File: src/rtl/rv_dbus_pkg.sv
// rv_dbus_pkg -- shared types and constants for the data-bus crossbar.
//  Widths are shared with the core's data-bus master; the state enum is
//  used by rv_dbus_xbar.
package rv_dbus_pkg;

   localparam int SEL_W    = 4;
   localparam int ADR_W    = 30;
   localparam int DAT_W    = 32;
   localparam int PREFIX_W = 16;

   localparam logic [DAT_W-1:0] ERR_RDATA_DEF = 32'hDEADBEEF;

   typedef enum logic [1:0] {
      IDLE    = 2'd0,
      REQ_LCL = 2'd1,
      REQ_EXT = 2'd2,
      RESP    = 2'd3
   } dbus_state_e;

   // Word address [31:2] -> byte-address bits [31:16] sit at the top 16 bits.
   function automatic logic adr_is_local(input logic [ADR_W-1:0] adr,
                                         input logic [PREFIX_W-1:0] prefix);
      return adr[ADR_W-1 -: PREFIX_W] == prefix;
   endfunction

endpackage

File: src/rtl/rv_dbus_timeout.sv
// rv_dbus_timeout -- slave-wait watchdog timer.
//  Down-counter loaded with LOAD_VAL, decrements while en is high and stops
//  at zero; tc flags the terminal count.
// Ports:
//  clk_i   in  clock
//  rst_ni  in  asynchronous reset, active low
//  load    in  reload counter with LOAD_VAL
//  en      in  count enable
//  tc      out terminal count reached (counter == 0)
module rv_dbus_timeout #(
   parameter int               CNT_W    = 16,
   parameter logic [CNT_W-1:0] LOAD_VAL = '0
) (
   input  logic clk_i,
   input  logic rst_ni,
   input  logic load,
   input  logic en,
   output logic tc
);

   logic [CNT_W-1:0] cnt_q;

   always_ff @(posedge clk_i or negedge rst_ni) begin
      if (!rst_ni) begin
         cnt_q <= '0;
      end else if (load) begin
         cnt_q <= LOAD_VAL;
      end else if (en && !tc) begin
         cnt_q <= cnt_q - 1'b1;
      end
   end

   assign tc = (cnt_q == '0);

endmodule

File: src/rtl/rv_dbus_xbar.sv
// rv_dbus_xbar -- data-bus router for one Wishbone-classic master.
//  Steers each request to the local peripheral port (address prefix match)
//  or to the external port, and returns a registered single-cycle ack with
//  read data. One transfer outstanding at a time.
//  Optional feature macro: RV_DBUS_TIMEOUT_EN -- watchdog that completes a
//  hung transfer with m_err_o and ERR_RDATA after TIMEOUT_CYCLES wait cycles.
//  Without it m_err_o is constant 0 and transfers wait indefinitely.
// Ports:
//  clk_i, rst_ni                    clock, async active-low reset
//  m_cyc_i/m_stb_i/m_we_i/m_sel_i/m_adr_i/m_dat_i   master request
//  m_dat_o/m_ack_o/m_err_o          master response (data held until next completion)
//  lcl_*_o / lcl_ack_i / lcl_dat_i  local peripheral port
//  ext_*_o / ext_ack_i / ext_dat_i  external bus port
//
// state   | meaning
// IDLE    | waiting for master cyc & stb; latches request on accept
// REQ_LCL | local port cyc/stb high, waiting for lcl_ack_i (or expiry)
// REQ_EXT | external port cyc/stb high, waiting for ext_ack_i (or expiry)
// RESP    | ack cycle; swallows the master's held stb, returns to IDLE
module rv_dbus_xbar
   import rv_dbus_pkg::*;
#(
   parameter int                   ENABLE_LOCALMAP = 1,
   parameter logic [PREFIX_W-1:0]  LOCAL_PREFIX    = 16'hFFFF,
   parameter int                   TIMEOUT_CYCLES  = 255,
   parameter logic [DAT_W-1:0]     ERR_RDATA       = ERR_RDATA_DEF
) (
   input  logic             clk_i,
   input  logic             rst_ni,

   input  logic             m_cyc_i,
   input  logic             m_stb_i,
   input  logic             m_we_i,
   input  logic [SEL_W-1:0] m_sel_i,
   input  logic [ADR_W-1:0] m_adr_i,
   input  logic [DAT_W-1:0] m_dat_i,
   output logic [DAT_W-1:0] m_dat_o,
   output logic             m_ack_o,
   output logic             m_err_o,

   output logic             lcl_cyc_o,
   output logic             lcl_stb_o,
   output logic             lcl_we_o,
   output logic [SEL_W-1:0] lcl_sel_o,
   output logic [ADR_W-1:0] lcl_adr_o,
   output logic [DAT_W-1:0] lcl_dat_o,
   input  logic             lcl_ack_i,
   input  logic [DAT_W-1:0] lcl_dat_i,

   output logic             ext_cyc_o,
   output logic             ext_stb_o,
   output logic             ext_we_o,
   output logic [SEL_W-1:0] ext_sel_o,
   output logic [ADR_W-1:0] ext_adr_o,
   output logic [DAT_W-1:0] ext_dat_o,
   input  logic             ext_ack_i,
   input  logic [DAT_W-1:0] ext_dat_i
);

   if (TIMEOUT_CYCLES < 1 || TIMEOUT_CYCLES > 65535) begin : g_bad_timeout
      $error("rv_dbus_xbar: TIMEOUT_CYCLES must be in 1..65535");
   end

   dbus_state_e state_q, state_d;

   logic             we_q;
   logic [SEL_W-1:0] sel_q;
   logic [ADR_W-1:0] adr_q;
   logic [DAT_W-1:0] wdat_q;
   logic [DAT_W-1:0] rdat_q;
   logic             ack_q, err_q;

   logic             accept;
   logic             in_req;
   logic             slv_ack;
   logic [DAT_W-1:0] slv_dat;
   logic             expired;
   logic             ack_d, err_d;
   logic             rdat_ld;
   logic [DAT_W-1:0] rdat_d;

   assign in_req  = (state_q == REQ_LCL) || (state_q == REQ_EXT);
   // Only the port actually being driven may complete the transfer.
   assign slv_ack = ((state_q == REQ_LCL) && lcl_ack_i) ||
                    ((state_q == REQ_EXT) && ext_ack_i);
   assign slv_dat = (state_q == REQ_LCL) ? lcl_dat_i : ext_dat_i;

`ifdef RV_DBUS_TIMEOUT_EN
   localparam logic [15:0] TO_LOAD = 16'(TIMEOUT_CYCLES - 1);
   logic to_tc;

   // Loaded as the request is accepted, so the first REQ cycle sees
   // TIMEOUT_CYCLES-1 and expiry lands on the last permitted wait cycle.
   rv_dbus_timeout #(
      .CNT_W    (16),
      .LOAD_VAL (TO_LOAD)
   ) u_timeout (
      .clk_i  (clk_i),
      .rst_ni (rst_ni),
      .load   (accept),
      .en     (in_req),
      .tc     (to_tc)
   );

   assign expired = to_tc;
`else
   assign expired = 1'b0;
`endif

   always_ff @(posedge clk_i or negedge rst_ni) begin
      if (!rst_ni) begin
         state_q <= IDLE;
      end else begin
         state_q <= state_d;
      end
   end

   always_comb begin
      state_d = state_q;
      accept  = 1'b0;
      ack_d   = 1'b0;
      err_d   = 1'b0;
      rdat_ld = 1'b0;
      rdat_d  = slv_dat;
      unique case (state_q)
         IDLE: begin
            if (m_cyc_i && m_stb_i) begin
               accept = 1'b1;
               if ((ENABLE_LOCALMAP != 0) && adr_is_local(m_adr_i, LOCAL_PREFIX)) begin
                  state_d = REQ_LCL;
               end else begin
                  state_d = REQ_EXT;
               end
            end
         end
         REQ_LCL, REQ_EXT: begin
            // A real ack on the expiry cycle takes priority over the error.
            if (slv_ack) begin
               ack_d   = 1'b1;
               rdat_ld = !we_q;
               state_d = RESP;
            end else if (expired) begin
               ack_d   = 1'b1;
               err_d   = 1'b1;
               rdat_ld = 1'b1;
               rdat_d  = ERR_RDATA;
               state_d = RESP;
            end
         end
         RESP: begin
            state_d = IDLE;
         end
         default: begin
            state_d = IDLE;
         end
      endcase
   end

   always_ff @(posedge clk_i or negedge rst_ni) begin
      if (!rst_ni) begin
         we_q   <= 1'b0;
         sel_q  <= '0;
         adr_q  <= '0;
         wdat_q <= '0;
      end else if (accept) begin
         we_q   <= m_we_i;
         sel_q  <= m_sel_i;
         adr_q  <= m_adr_i;
         wdat_q <= m_dat_i;
      end
   end

   always_ff @(posedge clk_i or negedge rst_ni) begin
      if (!rst_ni) begin
         rdat_q <= '0;
         ack_q  <= 1'b0;
         err_q  <= 1'b0;
      end else begin
         ack_q <= ack_d;
         err_q <= err_d;
         if (rdat_ld) begin
            rdat_q <= rdat_d;
         end
      end
   end

   assign m_dat_o = rdat_q;
   assign m_ack_o = ack_q;
   assign m_err_o = err_q;

   // cyc/stb are decoded from the registered state, so they fall on the
   // same edge that completes the transfer.
   assign lcl_cyc_o = (state_q == REQ_LCL);
   assign lcl_stb_o = (state_q == REQ_LCL);
   assign lcl_we_o  = we_q;
   assign lcl_sel_o = sel_q;
   assign lcl_adr_o = adr_q;
   assign lcl_dat_o = wdat_q;

   assign ext_cyc_o = (state_q == REQ_EXT);
   assign ext_stb_o = (state_q == REQ_EXT);
   assign ext_we_o  = we_q;
   assign ext_sel_o = sel_q;
   assign ext_adr_o = adr_q;
   assign ext_dat_o = wdat_q;

endmodule

File: config.mk
export PLATFORM = sky130hd
export DESIGN_NAME = rv_dbus_xbar
export DESIGN_NICKNAME = d
export VERILOG_FILES = /design/src/rtl/rv_dbus_pkg.sv /design/src/rtl/rv_dbus_timeout.sv /design/src/rtl/rv_dbus_xbar.sv
export SDC_FILE = /design/constraint.sdc
export NUM_CORES = 1
export LEC_CHECK = 0
export BUFFER_PORTS_ARGS = -buffer_cell sky130_fd_sc_hd__clkbuf_2
export CAP_MARGIN = 20
export CORE_AREA = 2 2 120 122
export DETAILED_ROUTE_END_ITERATION = 10
export DIE_AREA = 0 0 122 124
export PLACE_DENSITY = 0.73
export SLEW_MARGIN = 10
export SYNTH_ARGS = -nofsm -noshare
export SYNTH_HDL_FRONTEND = slang
export SYNTH_HIERARCHICAL = 1
export SYNTH_SLANG_ARGS = --single-unit
File: constraint.sdc
create_clock -name clk_i -period 2.25 [get_ports clk_i]
set_input_delay 0.1125 -clock clk_i [delete_from_list [all_inputs] [get_ports clk_i]]
set_output_delay 0.1125 -clock clk_i [all_outputs]
set_load 0.1 [all_outputs]
-- Word-level counts from Yosys, hierarchy flattened
Index checks and enable logic that the tools add are counted.
- register bits after elaboration: 102
- output and inout port bits: 172
- logic and storage cells: 32
- eq/ne operators: 6
- muxes and demuxes: 11
- reductions and logical operators: 8
- operator list (cell ; number):
    2-to-1 mux 32 bit ; 1
    equality test 16 bit, second input constant ; 1
    2-to-1 mux 1 bit ; 6
    2-to-1 mux 2 bit ; 3
    case mux 2 bit (3 select lines) ; 1
    equality test 2 bit, second input constant ; 2
    != test 2 bit, second input constant ; 2
    logical AND 1 bit ; 3
    equality test 2 x 1 -> 1 bit, second input constant ; 1
    zero test 2 bit ; 1
    AND reduction 2 bit ; 1
    OR reduction 2 bit ; 1
    zero test 1 bit ; 1
    logical OR 1 bit ; 1

-- Logic depth before layout (Yosys ltp)
- word-level depth: 5
- depth in mapped cells: 9

-- Worst setup path before layout
OpenSTA, ideal clock, no wires.
- kind: register -> register
- from: register state_q[1]
- to: register rdat_q[0] (netlist: m_dat_o[0])
- arrival time: 2.476 ns
- data required time: 2.125 ns
- setup slack: -0.351 ns
- cell stages (with the launch flop): 10
- path buffers: 3
- path through: dfrtp_1 inv_1 ha_1 buf_4 a22oi_2 or3b_1 buf_6 buf_6 nand2_1 o21ai_1
- longest elaborated chain between the ends: 5
- RTL lines (what ; RTL line ; RTL):
    start: declaration ; rv_dbus_xbar.sv:64 ; dbus_state_e state_q, state_d;
    start signal: assignment ; rv_dbus_xbar.sv:114 ; state_q <= state_d;
    equality test 2 x 1 -> 1 bit (*) ; n/a ;
    named net lcl_cyc_o ; rv_dbus_xbar.sv:41 ; output logic lcl_cyc_o,
    logical AND 1 bit ; rv_dbus_xbar.sv:84 ; assign slv_ack = ((state_q == REQ_LCL) && lcl_ack_i) ||
    logical OR 1 bit ; rv_dbus_xbar.sv:84 ;
    2-to-1 mux 1 bit ; rv_dbus_xbar.sv:138 ; if (slv_ack) begin
    2-to-1 mux 1 bit ; rv_dbus_xbar.sv:125 ; unique case (state_q)
    end signal: assignment ; rv_dbus_xbar.sv:182 ; rdat_q <= rdat_d;
    end: declaration ; rv_dbus_xbar.sv:70 ; logic [DAT_W-1:0] rdat_q;
The timed path passes the listed nets; every way through them passes the cells marked *.
A chain may end at the register's enable or synchronous reset.

-- Worst setup path after layout
- from: register state_q[1]
- to: output lcl_stb_o
- longest elaborated chain between the ends: 1
- RTL lines (what ; RTL line ; RTL):
    equality test 2 x 1 -> 1 bit ; rv_dbus_xbar.sv:194 ; assign lcl_stb_o = (state_q == REQ_LCL);
    end: declaration ; rv_dbus_xbar.sv:42 ; output logic lcl_stb_o,
No other way between the ends.

==> impl_metrics.json <==
{
  "grt.total_usage_pct": 15.57,
  "initial_utilization_pct": 35.32,
  "cp_max_fo": 34,
  "totalWireLength_mm": 12.29,
  "hold_viol_final": 0,
  "grt_first_pass_wirelength_mm": 18.21,
  "clock_tree_skew_after_final_layout_ps": 9.704,
  "yosysTopAreaCellShare_pct": 52.67,
  "setup_viol": 0,
  "drt.antenna.violating_nets": 0,
  "dieHeight_um": 124,
  "final_common_cell": "clkbuf_2",
  "ctsRootBufferMaster": "clkbuf_16",
  "place.gp.congestion": 0.7005,
  "achievable-frequency_mhz": 466.7,
  "floorplan.core_area_sq_um": 13720,
  "routed_vias_inst": 4.433,
  "final_net_count": 804,
  "synth.net_count": 517,
  "cts_buffer_depth": 2,
  "die-width_um": 122,
  "rrSetupSlack_ps": 370,
  "tritoncts_clock_tree": "built",
  "num_antenna_cells": 0,
  "netlist_top_cells_area": "dfrtp_1 53%, buf_4 11%, mux2_1 11%",
  "detail_route.wl_per_cell_um": 14.49,
  "setup_repair_after_global_routing_missed_its_margin": "no",
  "portBuffers": 307,
  "grt_max_degree": 65,
  "crit_path_end_kind": "output port",
  "register_bit_count_reported_by_yosys": 102,
  "synth-warning-count": 6,
  "worstSkewPairLatency_ps": 340,
  "clk_transition_reported_paths_ps": 70,
  "finalMaxSlewViolations": 0,
  "slew_worst_pin_ps": 577.9,
  "post-cts-setup-buffer-count": 0,
  "synthDistinctLibCells": 27,
  "remaining_global_route_overflow": 0,
  "syn_inst": 376,
  "layout.cells.most_common_list": "304 x clkbuf_2, 102 x dfrtp_1, 51 x dlygate4sd3_1",
  "area.growth.synth_to_final_pct": 42.19,
  "htreeDepth": 3,
  "synth-seq-area-share_pct": 52.67,
  "maxSlewHeadroom_pct": 61.64,
  "die_area_sq_um": 15130,
  "data_required_time_of_the_worst_path_ps": 2140,
  "worst_ep_arrival_time_ps": 2030,
  "finalHoldWorstSlack_ps": 16.92,
  "yosys_top_cell_by_area": "dfrtp_1",
  "fin_crit_sh_pct": 95.23,
  "clock_sink_count": 102,
  "post_dp_cell_area_sq_um": 6062,
  "dp_hpwl_mm": 9.257,
  "floorplan.io_pins": 309,
  "max_cap_viol_count": 0,
  "dr.first_iter.drc_count": 47,
  "final_layout_size_suffix_gt1_share_pct": 57.04,
  "layout_min_cycle_time_ps": 2143,
  "vias_in_the_first_global_route": 3793,
  "crit_path_start_kind": "flop",
  "synth_area_per_cell_sq_um": 12.89,
  "via_count": 3759,
  "mappedNetlistArea_sq_um": 4846,
  "final_area_sq_um": 6890,
  "detail_route.first_pass.iterations": 4,
  "worst_hold_path_type": "in2reg",
  "number_of_antenna_violations_at_the_first_check_in_global_routing": 0,
  "fp-row-count": 43,
  "run_status": "finished clean",
  "cts-buffers-inserted": 9,
  "fin_setup_tns_ps": 0,
  "total_drc_errors_in_the_routed_layout": 0,
  "timing_worst_setup_path_type": "reg2out"
}
[synth_stat cells]
master,number
clkbuf_1,2
o21ai_2,28
nor2b_1,1
and4_1,1
buf_2,7
dfrtp_1,102
o21ai_1,4
inv_1,2
buf_6,7
conb_1,1
nor3_1,1
buf_1,1
mux2_2,21
a41oi_1,1
mux2i_1,32
buf_4,71
or3b_1,1
nand3_1,2
or2_2,1
a22o_1,2
nand2b_1,1
a22oi_1,1
a22oi_2,1
nand2_1,33
nand4_1,2
ha_1,4
mux2_1,46
[path summary, 6_finish.rpt]
path	start	to	depth (start not counted)
worst max-delay path	state_q[1]	lcl_stb_o	4
min in group asynchronous	rst_ni	ext_dat_o[14]	2
worst max register to register	state_q[0]	m_dat_o[6]	6
max in group asynchronous	rst_ni	ext_adr_o[25]	3
worst min-delay path	m_dat_i[6]	ext_dat_o[6]	2
worst min register to register	m_dat_o[22]	m_dat_o[22]	2
[area by class of cell]
cell class | count | area [sq um]
Fill cell | 1192 | 6829
Sequential cell | 102 | 2552
Timing Repair Buffer | 364 | 2132
Multi-Input combinational cell | 184 | 1655
Clock buffer | 13 | 250.2
Tap cell | 180 | 225.2
Clock inverter | 3 | 67.56
Inverter | 2 | 7.507
[routing by layer]
metal | vias up | GRT usage (%) | share of wire [%]
met5 | - | 0 | 0
met4 | 0 | 7.184 | 1.9
met3 | 16 | 4.167 | 8.5
met2 | 177 | 29.43 | 54
met1 | 1774 | 15.95 | 35
li1 | 1792 | - | -
[worst max-delay path: stages (launching register included)]
cell,delay [ps]
dfrtp_1,400
inv_1,140
ha_4,150
buf_4,450
buf_2,530
[sequential cells by signal (all words and copies together) (netlist names)]
register,count
m_dat_o,32
ext_adr_o,30
ext_dat_o,32
m_ack_o,1
ext_we_o,1
state_q,2
ext_sel_o,4
[what timing repair did]
item	in CTS	in global routing
setup endpoints to repair	0	2
resized for setup	0	2
hold endpoints to repair	85	0
hold buffers	51	0
[cells by family after synthesis]
logic type	share of synthesized area (%)
compound gates	6.429
mux	22.18
other cells	0.07739
fa+ha+maj	1.033
simple gates	3.873
buf+inv	13.74
flops	52.67
[stage by stage]
stage | util [%] | setup WS [ps] | instances
finish | 50.22 | 107.4 | 848
global placement | 44.19 | 438.4 | 781
global route | 50.22 | 4.116 | 848
CTS | 50.22 | 50.13 | 848
floorplan | - | 151.9 | 376
detailed placement | 44.19 | 367.7 | 781
Power is not shown: default switching activity piles up to over one toggle a cycle in this logic, so the estimate is an artifact.
